<file path="src/rtl/demux_slice.sv">
// -----------------------------------------------------------------------------
// demux_slice
//
// Registered 1-to-2 demultiplexer. One valid/ready input stream is steered to
// one of two valid/ready output ports according to a per-word select bit. A
// single output register holds the word. The input can accept a new word in
// the same cycle the held word drains, so the slice sustains one word per
// cycle.
//
// Optional build macro: DEMUX_SLICE_CNT_EN
//   When defined, adds cnt1/cnt2: 16-bit wrapping counts of words drained on
//   port 1 and port 2.
//
// Ports:
//   clk         system clock, rising edge active
//   rst_n       asynchronous active-low reset
//   in_data     word offered by the producer
//   in_sel      destination: 0 -> port 1, 1 -> port 2
//   in_valid    producer has a word
//   in_ready    slice accepts the word this cycle
//   out1_data   held word (port 1 view)
//   out1_valid  port 1 has a word
//   out1_ready  port 1 consumer accepts
//   out2_data   held word (port 2 view)
//   out2_valid  port 2 has a word
//   out2_ready  port 2 consumer accepts
//   cnt1, cnt2  drain counters (DEMUX_SLICE_CNT_EN only)
//
// States:
//   state  | meaning
//   EMPTY  | no word held; in_ready = 1
//   FULL   | word held in data_q, destination in sel_q
// -----------------------------------------------------------------------------
module demux_slice #(
  parameter int WIDTH = 32
) (
  input  logic             clk,
  input  logic             rst_n,
  input  logic [WIDTH-1:0] in_data,
  input  logic             in_sel,
  input  logic             in_valid,
  output logic             in_ready,
  output logic [WIDTH-1:0] out1_data,
  output logic             out1_valid,
  input  logic             out1_ready,
  output logic [WIDTH-1:0] out2_data,
  output logic             out2_valid,
  input  logic             out2_ready
`ifdef DEMUX_SLICE_CNT_EN
  ,
  output logic [15:0]      cnt1,
  output logic [15:0]      cnt2
`endif
);

  typedef enum logic {
    EMPTY = 1'b0,
    FULL  = 1'b1
  } state_e;

  state_e           state_q, state_d;
  logic             sel_q, sel_d;
  logic [WIDTH-1:0] data_q, data_d;

  logic             full_q;
  logic             drain;
  logic             accept;

  assign full_q = (state_q == FULL);

  // Only the ready of the port that owns the held word can drain it.
  assign drain    = full_q & (sel_q ? out2_ready : out1_ready);
  assign in_ready = ~full_q | drain;
  assign accept   = in_valid & in_ready;

  assign out1_valid = full_q & ~sel_q;
  assign out2_valid = full_q &  sel_q;
  assign out1_data  = data_q;
  assign out2_data  = data_q;

  always_ff @(posedge clk or negedge rst_n) begin
    if (!rst_n) begin
      state_q <= EMPTY;
      sel_q   <= 1'b0;
      data_q  <= '0;
    end else begin
      state_q <= state_d;
      sel_q   <= sel_d;
      data_q  <= data_d;
    end
  end

  always_comb begin
    state_d = state_q;
    sel_d   = sel_q;
    data_d  = data_q;

    // Payload is only ever loaded on accept; an empty slice keeps the last word.
    if (accept) begin
      sel_d  = in_sel;
      data_d = in_data;
    end

    unique case (state_q)
      EMPTY: begin
        if (accept) state_d = FULL;
      end
      FULL: begin
        // drain & accept reloads in place, so there is no bubble.
        if (drain && !accept) state_d = EMPTY;
      end
      default: state_d = EMPTY;
    endcase
  end

`ifdef DEMUX_SLICE_CNT_EN
  logic [15:0] cnt1_q, cnt1_d;
  logic [15:0] cnt2_q, cnt2_d;

  always_comb begin
    cnt1_d = cnt1_q;
    cnt2_d = cnt2_q;
    if (drain && !sel_q) cnt1_d = cnt1_q + 16'd1;
    if (drain &&  sel_q) cnt2_d = cnt2_q + 16'd1;
  end

  always_ff @(posedge clk or negedge rst_n) begin
    if (!rst_n) begin
      cnt1_q <= 16'd0;
      cnt2_q <= 16'd0;
    end else begin
      cnt1_q <= cnt1_d;
      cnt2_q <= cnt2_d;
    end
  end

  assign cnt1 = cnt1_q;
  assign cnt2 = cnt2_q;
`endif

endmodule

</file>
<file path="config.mk">
export PLATFORM = sky130hd
export DESIGN_NAME = demux_slice
export DESIGN_NICKNAME = d
export VERILOG_FILES = /design/src/rtl/demux_slice.sv
export SDC_FILE = /design/constraint.sdc
export NUM_CORES = 1
export LEC_CHECK = 0
export CAP_MARGIN = 0
export CORE_ASPECT_RATIO = 1.4
export CORE_MARGIN = 3
export CORE_UTILIZATION = 38
export DETAILED_ROUTE_END_ITERATION = 10
export HOLD_SLACK_MARGIN = 0.02
export PLACE_DENSITY = 0.88
export SLEW_MARGIN = 30
export SYNTH_ARGS = -nofsm -noshare
export SYNTH_HDL_FRONTEND = slang
export SYNTH_SLANG_ARGS = --single-unit
</file>
<file path="constraint.sdc">
create_clock -name clk -period 2.5 [get_ports clk]
set_input_delay 0.625 -clock clk [delete_from_list [all_inputs] [get_ports clk]]
set_output_delay 0.625 -clock clk [all_outputs]
set_load 0.01 [all_outputs]
</file>
Word-level counts from Yosys, hierarchy flattened

Cells that the tools add are included.
W data, S select, Z words.

Register bits after elaboration: 34
Word-level logic and storage cells: 16

Multiplexer cells: 4
Bitwise gates (word level): 7
Reductions and logical operators: 2

Operators by type and width:

| kind                | number |
|---|---|
| $and A1 B1 Y1       | 4 |
| $mux W1             | 3 |
| $not A1 Y1          | 2 |
| $pmux W1 S2         | 1 |
| $logic_and A1 B1 Y1 | 1 |
| $logic_not A1 Y1    | 1 |
| $or A1 B1 Y1        | 1 |

Longest topological paths before layout

Depth after elaboration: 8
Mapped depth: 4
Mapped depth without buffers: 3

Worst setup path after synthesis

OpenSTA, ideal clock, no wires.

Path type: input port to flip-flop
Start point: input port out2_ready
End point: register data_q[0], in the netlist out1_data[0]
Arrival time: 1.481 ns
Required time: 2.375 ns
Path slack: 0.894 ns
Stages: 4
Path buffers: 1
Path through: mux2i_1 -> a21boi_2 -> buf_6 -> mux2_2

Longest elaborated chain between the ends: 4

Ends and longest elaborated chain:

| what                   | line | text |
|---|---|---|
| start: declaration     | 48   | `input logic out2_ready` |
| $mux W1                | 72   | `assign drain = full_q & (sel_q ? out2_ready : out1_ready);` |
| $and A1 B1 Y1          | 72   |  |
| $or A1 B1 Y1           | 73   | `assign in_ready = ~full_q \| drain;` |
| $and A1 B1 Y1          | 74   | `assign accept = in_valid & in_ready;` |
| end signal: assignment | 89   | `data_q <= data_d;` |
| end: declaration       | 63   | `logic [WIDTH-1:0] data_q, data_d;` |

No other way between the ends.
A chain may end at the register's enable or synchronous reset.

Final worst setup path

Start point: input port out2_ready
End point: output port in_ready

Longest elaborated chain between the ends: 3

Ends and longest elaborated chain:

| what             | line | text |
|---|---|---|
| $mux W1          | 72   |  |
| $and A1 B1 Y1    | 72   |  |
| $or A1 B1 Y1     | 73   |  |
| end: declaration | 42   | `output logic in_ready,` |

No other way between the ends.

==> impl_metrics.env <==
export IMPL_grt_usage_pct=15.78
export IMPL_syn_inst=112
export IMPL_wl_per_cell_um=15.64
export IMPL_cts_resized=0
export IMPL_setup_ws_ns=0.3793
export IMPL_fmax_mhz=471.5
export IMPL_vias=1123
export IMPL_initial_core_util_pct=40.99
export IMPL_synth_cell_types=14
export IMPL_layout_drive_gt1_share_pct=24.35
export IMPL_power_density_mw_per_mm2=768.1
export IMPL_yosysWarnings=0
export IMPL_clock_sinks=34
export IMPL_clock_latency_ns=0.27
export IMPL_synthArstFlopShare_pct=100.0
export IMPL_overflow=0
export IMPL_route_detailed_drc=0
export IMPL_cts_max_level=2
export IMPL_crit_path_cell_trace="clkdlybuf4s50_1 -> mux2i_1 -> nand2_1 -> dlymetal6s2s_1"
export IMPL_nFillCells=288
export IMPL_cts_tree="yes"
export IMPL_dp_slack_ns=0.05052
export IMPL_end_kind="primary output"
export IMPL_layout_common_cells="clkdlybuf4s50_1 (103), dfrtp_1 (34), mux2_2 (32)"
export IMPL_die_x_um=60.16
export IMPL_syn_to_final_growth_pct=61.99
export IMPL_yosysTopAreaCell="dfrtp_1"
export IMPL_postRouteAntennaNets=0
export IMPL_multiInputGateArea_um2=439.2
export IMPL_synth_top_flop_cell="dfrtp_1"
export IMPL_layout_commonest_cell="clkdlybuf4s50_1"
export IMPL_rsz0062_at_grt="false"
export IMPL_diodes=0
export IMPL_grt_max_degree=35
export IMPL_seq_area_um2=850.8
export IMPL_yosys_area_top_type_share_pct=54.53
export IMPL_ys_ff_latch=34
export IMPL_dp_hpwl_mm=2.951
export IMPL_drtIter0Drc=12
export IMPL_fp_dieH_um=81.82
export IMPL_routabilityCongestion=0.7071
export IMPL_dr_pass1_iters=2
export IMPL_cp_data_required_time_ns=1.88
export IMPL_antenna_found_initial=0
export IMPL_crit_type="input pin to primary output"
export IMPL_dieArea_mm2=0.004922
export IMPL_vias_per_cell=4.779
export IMPL_hold_path_class="flop to flop"
export IMPL_tns_ns=0
export IMPL_critPathMaxStageDelay_ns=0.41
export IMPL_clock_path_buffers=2
export IMPL_netlist_top_cells_area="dfrtp_1 (55%), mux2_2 (23%), buf_4 (15%)"
export IMPL_worstMarginPinSlew_ns=0.4172
export IMPL_syn_area_mm2=0.001560
export IMPL_fin_crit_ns=2.121
export IMPL_hold_viol=0
export IMPL_drt_wl_total_mm=3.676
export IMPL_p_leak_nw=1.046
export IMPL_synth_edf_count=0
export IMPL_core_mm2=0.003806
export IMPL_timing_slew_headroom_pct=72.19
export IMPL_io_pins=105
export IMPL_grt_pass1_vias=1220
export IMPL_final_max_slew_viol_count=0
export IMPL_syn_nets=150
export IMPL_period_share_pct=84.83
export IMPL_cts_hold_buf=0
export IMPL_placement_rows=26
export IMPL_layout_nets=230
export IMPL_cts_inserted_buffers=5
export IMPL_grt_pass1_wl_mm=5.651
export IMPL_crit_slowest_cell="clkdlybuf4s50_1"
export IMPL_start_kind="input pin"
export IMPL_outcome="finished, final reports clean"
export IMPL_clkTransAtPathRegs_ns=0.06
export IMPL_cts_setup_buffers=0
export IMPL_clock_skew_ns=0.003621
export IMPL_cp_max_fo=2
export IMPL_critPathArrivalTime_ns=1.50
export IMPL_seq_area_frac_synth_pct=54.53
export IMPL_max_cap_viol_count=0
export IMPL_clockRootBuffer="clkbuf_8"
export IMPL_syn_mean_instance_area_um2=13.93
export IMPL_portBuffers=104
export IMPL_ir_worst_vdd_uv=586.3
export IMPL_finalSetupViolCount=0
[sequential cells by signal (all words and copies together), names as in the netlist]
name and count:
full_q 1, sel_q 1, out1_data 32
[power by group]
part	internal [mW]	total [mW]	switching, mW
logic	0.515	0.787	0.272
clock network	0.221	0.408	0.187
registers	0.659	0.746	0.0869
total	1.40	1.94	0.546
[worst max-delay path: cells and delay by family]
family	cells	cell delay, ns
mux	1	0.18
simple gates	1	0.09
buf+inv	2	0.60
[per-stage QoR]
step	instance area, µm²	power [mW]	utilization, %	hold slack (ns)	instances
after detailed placement	2430	1.553	63.84	0.5178	227
after global routing	2527	2.048	66.40	0.5580	235
after global placement	2430	1.528	63.84	0.5110	227
final	2527	1.941	66.40	0.5292	235
after floorplan	1560	1.145	-	0.3294	112
after CTS	2525	1.978	66.34	0.5332	235
[routing by layer]
layer / global-route usage (%) / wire length, µm / vias up
li1: - / - / 506
met1: 14.82 / 1146 / 540
met2: 28.25 / 1979 / 73
met3: 7.233 / 502 / 4
met4: 7.317 / 47 / 0
met5: 0 / 0 / -
[worst paths after layout]
kind,from,end,slack [ns],cells past startpoint
hold / removal,out1_data[8]$_DFFE_PN0P_,out1_data[8]$_DFFE_PN0P_,0.53,1
setup reg to reg,sel_q$_DFFE_PN0P_,out1_data[2]$_DFFE_PN0P_,0.84,5
min in group asynchronous,rst_n,out1_data[28]$_DFFE_PN0P_,0.76,2
hold reg to reg,out1_data[8]$_DFFE_PN0P_,out1_data[8]$_DFFE_PN0P_,0.53,1
max in group asynchronous,rst_n,out1_data[17]$_DFFE_PN0P_,1.43,2
setup / recovery,out2_ready,in_ready,0.38,4
[cell families after synthesis]
kind of cell	share of synthesized area (%)
AO/OA/AOI/OAI	2.165
multiplexers	23.74
flip-flops	54.53
AND/OR/NAND/NOR	1.764
buffers and inverters	17.80
[cell usage after synthesis (all sizes together) (2+ instances only)]
cell,number
dfrtp,34
buf,35
nand2b,2
mux2,32
[layout make-up]
type	instances	area share (%)
clock buffer	6	3.267
multi-input combinational	42	17.38
inverter	1	0.1485
clock inverter	2	0.4951
timing repair buffer	108	42.97
sequential	34	33.66
tap	42	2.079
(Power assumes the default switching activity.)
==> patch (config.mk and constraints unchanged) <==
The parameter `WIDTH` goes from 32 to 28.
--- a/src/rtl/demux_slice.sv
+++ b/src/rtl/demux_slice.sv
@@ -32,7 +32,7 @@
 //   FULL   | word held in data_q, destination in sel_q
 // -----------------------------------------------------------------------------
 module demux_slice #(
-  parameter int WIDTH = 32
+  parameter int WIDTH = 28
 ) (
   input  logic             clk,
   input  logic             rst_n,
Ports: changed (resized in_data, out1_data and out2_data); port bits go from 105 to 93. No check against the original RTL was run, so the function may have changed too.
==> patch against the unedited design <==
Register-to-register slack better by 0.02 ns; clock skew up 0.0058 ns; sequential cell count down 4; sequential power down 11%; synthesized area down 5.5%; design area down 5.9%; power up 3.4%; setup slack worse by 0.025 ns; routed wire length down 5.2%; fmax down 1.2%; critical path depth unchanged; clock power up 49%; utilization down 1.7 points; critical path type unchanged; largest power group unchanged; highest routed layer unchanged.
==> patch: results <==
group,metric,value,unit
run_status,status,"finished clean",
placed_design,dp.cells,206,
route,drtIter0Drc,26,
placed_design,dpl.hpwl,2660,um
global_route,grt_max_degree,31,
yosys,syn_nets,134,
worst_setup_path,r2r_slack,0.86,ns
yosys,yosysUniqueCellTypes,16,
global_route,track_usage,15.3,%
yosys,ys_seq_area_share,50.9,%
placed_design,place_area,2230,sq um
global_route,met3_usage,6.31,%
placed_design,place_congestion,0.636,
timing,final.setup_skew,0.00944,ns
yosys,synth_common_cells,"30 x dfrtp_1, 28 x buf_4, 20 x mux2_4",
placed_design,portBuffers,92,
yosys,syn_area_per_cell,14.7,sq um
timing,relSlewSlack,74.8,%
global_route,grtUsageMet1,15.2,%
global_route,first_global_vias,1069,
route,first_pass_iters,4,
worst_setup_path,arrival,1.52,ns
route,vias,982,
power_and_ir_drop,leakagePower,1.03,nW
route,wl_per_cell,16.3,um
yosys,synth_area_leaders,"dfrtp_1 51%, mux2_4 20%, buf_4 14%, mux2_2 6.1%, buf_12 2.7%",
power_and_ir_drop,ir_drop,0.000629,V
global_route,grt_pass1_wl,5240,um
final_layout,n_antenna_cell,0,
patch: cell count changes after synthesis, sizes merged:
cell	unedited run	this run
buf	35	31
dfrtp	34	30
mux2	32	28
patch: power by group through the flow:
stage | logic [mW] | clock network (mW) | registers [mW]
floorplan | 0.363 | 0 | 0.700
global placement | 0.733 | 0 | 0.661
detailed placement | 0.746 | 0 | 0.672
CTS | 0.751 | 0.623 | 0.665
global route | 0.775 | 0.649 | 0.677
finish | 0.739 | 0.606 | 0.663
patch: worst max-delay path, stage by stage:
cell and delay, ns:
clkdlybuf4s50_1 0.43, mux2i_1 0.18, nand2_1 0.10, dlymetal6s2s_1 0.19
patch: cell families (layout without fill, tap and decap cells):
family                 count (synthesis)  in the layout  share of synthesized area (%)
DFF                                   30             30                           50.9
AOI/OAI and AO/OA                      4              4                           2.04
muxes                                 29             29                           27.2
and+or+nand+nor                        5              5                           1.87
buffers and inverters                 32            104                           18.0
patch: layout make-up:
type	count	area [sq um]
sequential	30	751
fill	271	1300
clock buffer	6	82.6
multi-input combinational	38	469
tap	42	52.6
timing repair buffer	95	958
inverter	1	3.75
clock inverter	2	60.1
patch: routing by layer:
metal,wire [um],vias to the layer above
met2,1890,60
met4,65,0
met1,1210,468
li1,-,449
met3,317,5
met5,0,-
patch: worst paths after layout:
path | from | endpoint
setup / recovery | out1_ready | in_ready
hold / removal | out1_data[4]$_DFFE_PN0P_ | out1_data[4]$_DFFE_PN0P_
setup reg to reg | sel_q$_DFFE_PN0P_ | out1_data[17]$_DFFE_PN0P_
hold reg to reg | out1_data[4]$_DFFE_PN0P_ | out1_data[4]$_DFFE_PN0P_
max in group asynchronous | rst_n | out1_data[1]$_DFFE_PN0P_
min in group asynchronous | rst_n | out1_data[11]$_DFFE_PN0P_
patch: per-stage QoR:
| step | hold WS (ns) | power, mW | util [%] | worst slack, ns |
|---|---|---|---|---|
| after global placement | 0.515 | 1.39 | 60.7 | 0.0767 |
| after detailed placement | 0.517 | 1.42 | 60.7 | 0.0247 |
| final | 0.533 | 2.01 | 64.7 | 0.354 |
| after floorplan | 0.329 | 1.06 | - | 0.916 |
| after global routing | 0.555 | 2.10 | 64.7 | 0.271 |
| after CTS | 0.536 | 2.04 | 64.6 | 0.0197 |
patch: what timing repair did:
action,4_1_cts,5_1_grt
endpoints found under the hold margin,0,0
resized for setup,0,1
hold buffers,0,0
buffers inserted,0,0
setup endpoints to repair,0,1
